`src/rtl/riscv_pkg.sv`:
```
// Shared RV32I control definitions: opcodes, sequencer states, write-back and error encodings.
package riscv_pkg;

  localparam logic [6:0] OP_R      = 7'b0110011;
  localparam logic [6:0] OP_IMM    = 7'b0010011;
  localparam logic [6:0] OP_LOAD   = 7'b0000011;
  localparam logic [6:0] OP_STORE  = 7'b0100011;
  localparam logic [6:0] OP_BRANCH = 7'b1100011;
  localparam logic [6:0] OP_LUI    = 7'b0110111;
  localparam logic [6:0] OP_AUIPC  = 7'b0010111;
  localparam logic [6:0] OP_JAL    = 7'b1101111;
  localparam logic [6:0] OP_JALR   = 7'b1100111;

  typedef enum logic [2:0] {
    ST_FETCH  = 3'd0,
    ST_DECODE = 3'd1,
    ST_EXEC   = 3'd2,
    ST_MEM    = 3'd3,
    ST_WB     = 3'd4,
    ST_TRAP   = 3'd5
  } state_t;

  typedef enum logic [1:0] {
    WB_ALU  = 2'b00,
    WB_LOAD = 2'b01,
    WB_PC4  = 2'b10,
    WB_IMM  = 2'b11
  } wb_sel_t;

  typedef enum logic [1:0] {
    ERR_NONE    = 2'b00,
    ERR_ILLEGAL = 2'b01,
    ERR_IMEM_TO = 2'b10,
    ERR_DMEM_TO = 2'b11
  } err_t;

  function automatic logic is_legal(input logic [6:0] op);
    return (op == OP_R)      || (op == OP_IMM)   || (op == OP_LOAD) ||
           (op == OP_STORE)  || (op == OP_BRANCH) || (op == OP_LUI) ||
           (op == OP_AUIPC)  || (op == OP_JAL)   || (op == OP_JALR);
  endfunction

endpackage

```
`src/rtl/mem_wait_timer.sv`:
```
// Wait-cycle counter for outstanding memory requests; expired flags the last allowed no-ack cycle.
module mem_wait_timer #(
  parameter int TIMEOUT_CYCLES = 16,
  parameter int TMR_W          = 5
) (
  input  logic clk,
  input  logic rst,
  input  logic clear,
  input  logic count,
  output logic expired
);

  logic [TMR_W-1:0] cnt_reg;

  always_ff @(posedge clk or posedge rst) begin
    if (rst) begin
      cnt_reg <= '0;
    end else if (clear) begin
      cnt_reg <= '0;
    end else if (count) begin
      cnt_reg <= cnt_reg + TMR_W'(1);
    end
  end

  // Counter holds the number of earlier no-ack cycles, so this cycle is the N-th.
  assign expired = count && (cnt_reg == TMR_W'(TIMEOUT_CYCLES - 1));

endmodule

```
`src/rtl/multicycle_ctrl.sv`:
```
// Multi-cycle RV32I sequencer FETCH/DECODE/EXEC/MEM/WB with sticky trap.
// Optional INSTRET_COUNTER_EN adds a 64-bit retired-instruction counter output.
module multicycle_ctrl
  import riscv_pkg::*;
#(
  parameter int TIMEOUT_CYCLES = 16,
  parameter int TMR_W          = 5
) (
  input  logic        clk,
  input  logic        rst,
  input  logic [6:0]  opcode,
  input  logic [2:0]  funct3,
  input  logic        br_taken,
  input  logic        imem_ack,
  input  logic        dmem_ack,
  output logic        imem_req,
  output logic        ir_we,
  output logic        dmem_req,
  output logic        dmem_we,
  output logic [2:0]  dmem_size,
  output logic        alu_a_pc,
  output logic        alu_b_imm,
  output logic        reg_we,
  output logic [1:0]  wb_sel,
  output logic        pc_we,
  output logic        pc_sel,
  output logic [2:0]  state,
  output logic        trap,
  output logic [1:0]  err_code
`ifdef INSTRET_COUNTER_EN
  ,
  output logic [63:0] instret
`endif
);

  state_t     state_reg, state_next;
  err_t       err_reg, err_next;
  logic [6:0] op_reg;
  logic [2:0] f3_reg;
  logic       waiting, ack_now, tmr_count, tmr_expired;

  assign waiting   = (state_reg == ST_FETCH) || (state_reg == ST_MEM);
  assign ack_now   = (state_reg == ST_FETCH) ? imem_ack : dmem_ack;
  assign tmr_count = waiting && !ack_now;

  mem_wait_timer #(
    .TIMEOUT_CYCLES(TIMEOUT_CYCLES),
    .TMR_W         (TMR_W)
  ) u_timer (
    .clk    (clk),
    .rst    (rst),
    .clear  (!tmr_count),
    .count  (tmr_count),
    .expired(tmr_expired)
  );

  // Opcode/funct3 captured at DECODE so later states ignore input changes.
  always_ff @(posedge clk or posedge rst) begin
    if (rst) begin
      state_reg <= ST_FETCH;
      err_reg   <= ERR_NONE;
      op_reg    <= '0;
      f3_reg    <= '0;
    end else begin
      state_reg <= state_next;
      err_reg   <= err_next;
      if (state_reg == ST_DECODE) begin
        op_reg <= opcode;
        f3_reg <= funct3;
      end
    end
  end

  always_comb begin
    state_next = state_reg;
    err_next   = err_reg;
    imem_req   = 1'b0;
    ir_we      = 1'b0;
    dmem_req   = 1'b0;
    dmem_we    = 1'b0;
    dmem_size  = 3'b000;
    alu_a_pc   = 1'b0;
    alu_b_imm  = 1'b0;
    reg_we     = 1'b0;
    wb_sel     = WB_ALU;
    pc_we      = 1'b0;
    pc_sel     = 1'b0;
    case (state_reg)
      ST_FETCH: begin
        imem_req = 1'b1;
        ir_we    = imem_ack;
        if (imem_ack) begin
          state_next = ST_DECODE;
        end else if (tmr_expired) begin
          state_next = ST_TRAP;
          err_next   = ERR_IMEM_TO;
        end
      end
      ST_DECODE: begin
        if (!is_legal(opcode)) begin
          state_next = ST_TRAP;
          err_next   = ERR_ILLEGAL;
        end else begin
          state_next = ST_EXEC;
        end
      end
      ST_EXEC: begin
        alu_a_pc  = (op_reg == OP_AUIPC) || (op_reg == OP_JAL) || (op_reg == OP_BRANCH);
        alu_b_imm = (op_reg != OP_R);
        if ((op_reg == OP_LOAD) || (op_reg == OP_STORE)) begin
          state_next = ST_MEM;
        end else if (op_reg == OP_BRANCH) begin
          pc_we      = 1'b1;
          pc_sel     = br_taken;
          state_next = ST_FETCH;
        end else begin
          state_next = ST_WB;
        end
      end
      ST_MEM: begin
        dmem_req  = 1'b1;
        dmem_we   = (op_reg == OP_STORE);
        dmem_size = f3_reg;
        if (dmem_ack) begin
          if (op_reg == OP_STORE) begin
            pc_we      = 1'b1;
            state_next = ST_FETCH;
          end else begin
            state_next = ST_WB;
          end
        end else if (tmr_expired) begin
          state_next = ST_TRAP;
          err_next   = ERR_DMEM_TO;
        end
      end
      ST_WB: begin
        reg_we     = 1'b1;
        pc_we      = 1'b1;
        pc_sel     = (op_reg == OP_JAL) || (op_reg == OP_JALR);
        state_next = ST_FETCH;
        if (op_reg == OP_LUI) begin
          wb_sel = WB_IMM;
        end else if ((op_reg == OP_JAL) || (op_reg == OP_JALR)) begin
          wb_sel = WB_PC4;
        end else if (op_reg == OP_LOAD) begin
          wb_sel = WB_LOAD;
        end
      end
      ST_TRAP: begin
        state_next = ST_TRAP;
      end
      default: begin
        state_next = ST_FETCH;
      end
    endcase
    // The reset state is FETCH, which would otherwise request; keep the bus quiet during reset.
    if (rst) begin
      imem_req  = 1'b0;
      ir_we     = 1'b0;
      dmem_req  = 1'b0;
      dmem_we   = 1'b0;
      dmem_size = 3'b000;
      alu_a_pc  = 1'b0;
      alu_b_imm = 1'b0;
      reg_we    = 1'b0;
      wb_sel    = WB_ALU;
      pc_we     = 1'b0;
      pc_sel    = 1'b0;
    end
  end

  assign state    = state_reg;
  assign trap     = (state_reg == ST_TRAP);
  assign err_code = err_reg;

`ifdef INSTRET_COUNTER_EN
  logic [63:0] instret_reg;

  always_ff @(posedge clk or posedge rst) begin
    if (rst) begin
      instret_reg <= '0;
    end else if (pc_we) begin
      instret_reg <= instret_reg + 64'd1;
    end
  end

  assign instret = instret_reg;
`endif

endmodule

```
`config.mk`:
```
export PLATFORM = sky130hd
export DESIGN_NAME = multicycle_ctrl
export DESIGN_NICKNAME = d
export VERILOG_FILES = /design/src/rtl/riscv_pkg.sv /design/src/rtl/mem_wait_timer.sv /design/src/rtl/multicycle_ctrl.sv
export SDC_FILE = /design/constraint.sdc
export NUM_CORES = 1
export LEC_CHECK = 0
export ABC_CLOCK_PERIOD_IN_PS = 6000
export CAP_MARGIN = 20
export CORE_ASPECT_RATIO = 0.7
export CORE_MARGIN = 1
export CORE_UTILIZATION = 42
export CTS_CLUSTER_DIAMETER = 120
export DETAILED_ROUTE_END_ITERATION = 16
export PLACE_DENSITY = 0.81
export SYNTH_ARGS = -nofsm -noshare
export SYNTH_HDL_FRONTEND = slang
export SYNTH_HIERARCHICAL = 1
export SYNTH_SLANG_ARGS = --single-unit
```
`constraint.sdc`:
```
create_clock -name clk -period 6 [get_ports clk]
set_input_delay 1.2 -clock clk [delete_from_list [all_inputs] [get_ports clk]]
set_output_delay 1.2 -clock clk [all_outputs]
set_load 0.03 [all_outputs]
```
==> summary.md <==
| Metric | Value |
|---|---|
| Multi-input gate area in the final layout | 734 sq um |
| Fin. Hold Viols | 0 |
| Mapped Cells | 136 |
| Post-DR wirelength/cell | 14.6 um |
| Max-slew headroom | 42.2% |
| Outcome | finished, final reports clean |
| Vias | 1,126 |
| CP startpoint kind | input pin |
| Post-Route WL | 2940 um |
| Largest stage delay, worst path | 0.72 ns |
| Post-route clock period utilization | 74.8% |
| Core Footprint | 2900 sq um |
| Met3 Wirelength | 215 um |
| Yosys cell types | 43 |
| VDD IR max | 0.000113 V |
| Worst path slowest cell | clkdlybuf4s50_1 |
| F_max | 0.223 GHz |
| Slew Viols, Final | 0 |
| Most common cell after layout, fill and taps aside | clkdlybuf4s50_1 |
| H-tree Lvls | 1 |
| Min-delay worst type | reg -> reg |
| Yosys warnings | 6 |
| Post-Synth Simple-Gate Area | 28.5% |
| Critical R2R Launch | state[1] |
| Initial Util | 45.7% |
| Synthesized area | 1330 sq um |
| # Post-CTS Setup Buffers | 0 |
| Vias per cell | 5.60 |
| Routability cong. | 0.878 |
| Clk_skew | 0.00152 ns |
| GRT Util Overall | 18.4% |
| Residual DRC | 0 |
| Hold EP | f3_reg[2] |
| Hold path depth | 1 |
| I/O pin count | 35 |
| Global route overflow | 0 |
| Full die area | 3390 sq um |
| Synth Area in XOR/XNOR | 0.660% |
| Compound-Gate Fraction of Synth Area | 14.8% |
| Clock root buffer | clkbuf_8 |
| Min-delay src | f3_reg[2] |
| Initial antenna violation count | 0 |
| CP max FO | 10 |
| RSZ-0062 raised after global routing | no |
| PwrDens | 149 nW/um^2 |
| Worst R2R End | state[2] |
| Final nets | 183 |
| Critical Path AT | 3.29 ns |
| Vias in the first global route | 1,084 |
| First-pass GRT wire length | 5000 um |
| Seq pwr share | 53.1% |
| Fillers | 236 |
| Async SR Flop Fraction | 100% |
| Met2 wire len | 1300 um |
| Cell depth of the worst flop-to-flop path | 7 |
| Setup TNS | 0 ns |
| CTS Buf Count | 3 |
| Die X | 69.2 um |
| Final setup viols | 0 |
| Mux share of post-synthesis cell area | 9.53% |
| Post-Synth Adder-Cell Area | 1.89% |
| Share of cells above drive strength 1 | 15.2% |
| Crit Path Class | in -> out |
| Crit-path most repeated cell | clkdlybuf4s50_1 |
| Max clock buf depth | 2 |
| Syn Area/Cell | 9.75 sq um |
| Hpwl dp | 2280 um |
| Worst skew pair latency | 0.25 ns |
| Final ANT Viol Nets | 0 |
| Antenna Cells | 0 |
| Commonest non-fill, non-tap cells in the layout | clkdlybuf4s50_1, dfrtp_1, nor2_1 |
| P&R area growth vs syn | 28.6% |
| Top Layer Used | met4 |
| Int Pwr | 0.000202 W |
| IO buf count | 34 |
| Measured slew at the worst slew-check pin | 0.864 ns |
| Cell Rows | 16 |
| Pre-antenna DRT Iters | 4 |
| Net Switching | 0.0000517 W |
| Syn nets | 153 |
| Initial drt markers | 81 |
| Register Area | 500 sq um |
| Main synth FF type | dfrtp_1 |
| Clock sink count | 20 |
| Clk pin slew, worst setup/hold paths | 0.07 ns |
| Largest net degree at the start of global routing | 16 |
| Clock group share of total power | 40.3% |
| Met1 wire length | 1380 um |
| Cts repair resizes | 0 |
| CTS tree | built |
| Register bit total from synthesis | 20 |
| Sw Share | 20.4% |
| Main combinational cell family by area after synthesis | simple AND/OR/NAND/NOR gates |
| Worst R2R Setup Slack | 3.77 ns |
| Logic pwr share | 6.7% |
| Cell leakage power | 0.684 nW |
| Max Cap Viol | 0 |
| Req. time, crit path | 4.80 ns |
| Largest register FFs | 7 |
| Worst path cell trace | clkdlybuf4s50_1 > or3_4 > a2111oi_4 > clkdlybuf4s50_1 |
| Die Y | 49.0 um |
| EDFF count, synth | 0 |
| Cts hold-fix bufs | 0 |
| Sequential element share of the synthesized area | 37.7% |
| Worst setup EP type | output pin |
| Worst hold margin | 0.512 ns |
| Post-route minimum period | 4.49 ns |
[power by group through the flow]
| stage | registers (W) | logic [W] | clock network, W |
|---|---|---|---|
| 3_3_place_gp | 0.000137 | 0.0000163 | 0 |
| 3_5_place_dp | 0.000137 | 0.0000170 | 0 |
| 4_1_cts | 0.000135 | 0.0000171 | 0.000105 |
| 6_report | 0.000135 | 0.0000169 | 0.000102 |
| 5_1_grt | 0.000135 | 0.0000185 | 0.000113 |
| 2_1_floorplan | 0.000137 | 0.00000487 | 0 |
[cells in the mapped netlist (2+ instances only)]
cell type	count	area, sq um
and2_1	6	37.5
or3_1	3	18.8
buf_2	4	20.0
mux2_2	9	101
or3_4	2	22.5
a211oi_1	2	15.0
nand2_1	10	37.5
nor2_1	12	45.0
dfrtp_1	20	500
buf_6	3	33.8
nand2b_1	2	12.5
ha_1	2	25.0
inv_1	8	30.0
o22ai_1	3	18.8
nand3_1	3	15.0
clkbuf_1	2	7.51
nor2b_1	2	12.5
a21oi_1	8	40.0
nor3_1	3	15.0
nor4_1	3	18.8
o21ai_0	3	15.0
a31oi_1	3	18.8
nand3b_1	3	22.5
[metrics by stage]
| step | cell area (sq um) | setup WS [ns] | std cells | util, % | total power [W] |
|---|---|---|---|---|---|
| finish | 1710 | 1.51 | 201 | 58.8 | 0.000254 |
| global route | 1710 | 1.43 | 201 | 58.8 | 0.000266 |
| CTS | 1710 | 1.51 | 201 | 58.8 | 0.000257 |
| detailed placement | 1650 | 1.52 | 197 | 56.9 | 0.000154 |
| global placement | 1650 | 1.53 | 197 | 56.9 | 0.000154 |
| floorplan | 1330 | 2.05 | 136 | - | 0.000142 |
[cell type report]
type	count	share of cell area, %
Clock buffer	4	3.23
Inverter	8	1.76
Multi-Input combinational cell	99	43.1
Sequential cell	20	29.3
Tap cell	36	2.64
Timing Repair Buffer	34	20.0
[cell families (layout without fill, tap and decap cells)]
family	after synthesis	in the layout
flip-flops	20	20
multiplexers	11	11
XOR/XNOR	1	1
adder cells (fa/ha/maj)	2	2
AND/OR/NAND/NOR	59	59
buffers and inverters	17	46
AO/OA/AOI/OAI	26	26
[critical path: cells and delay by family]
kind	cells	cell delay [ns]
AOI/OAI and AO/OA	1	0.31
buffers and inverters	2	1.30
and+or+nand+nor	1	0.48
[worst max path at each step]
| stage | to | depth (start not counted) | startpoint | slack, ns |
|---|---|---|---|---|
| after global placement | wb_sel[0] | 4 | rst | 1.53 |
| after global routing | wb_sel[0] | 4 | rst | 1.43 |
| after floorplan | ir_we | 3 | rst | 2.05 |
| after CTS | wb_sel[0] | 4 | rst | 1.51 |
| final | wb_sel[0] | 4 | rst | 1.51 |
| after detailed placement | wb_sel[0] | 4 | rst | 1.52 |
[per-layer routing]
layer | up-vias | GRT usage, %
met5 | - | 0
met4 | 0 | 6.12
met3 | 6 | 4.96
met2 | 59 | 29.0
met1 | 521 | 24.7
li1 | 540 | -
Power figures use the tool's default switching activity.
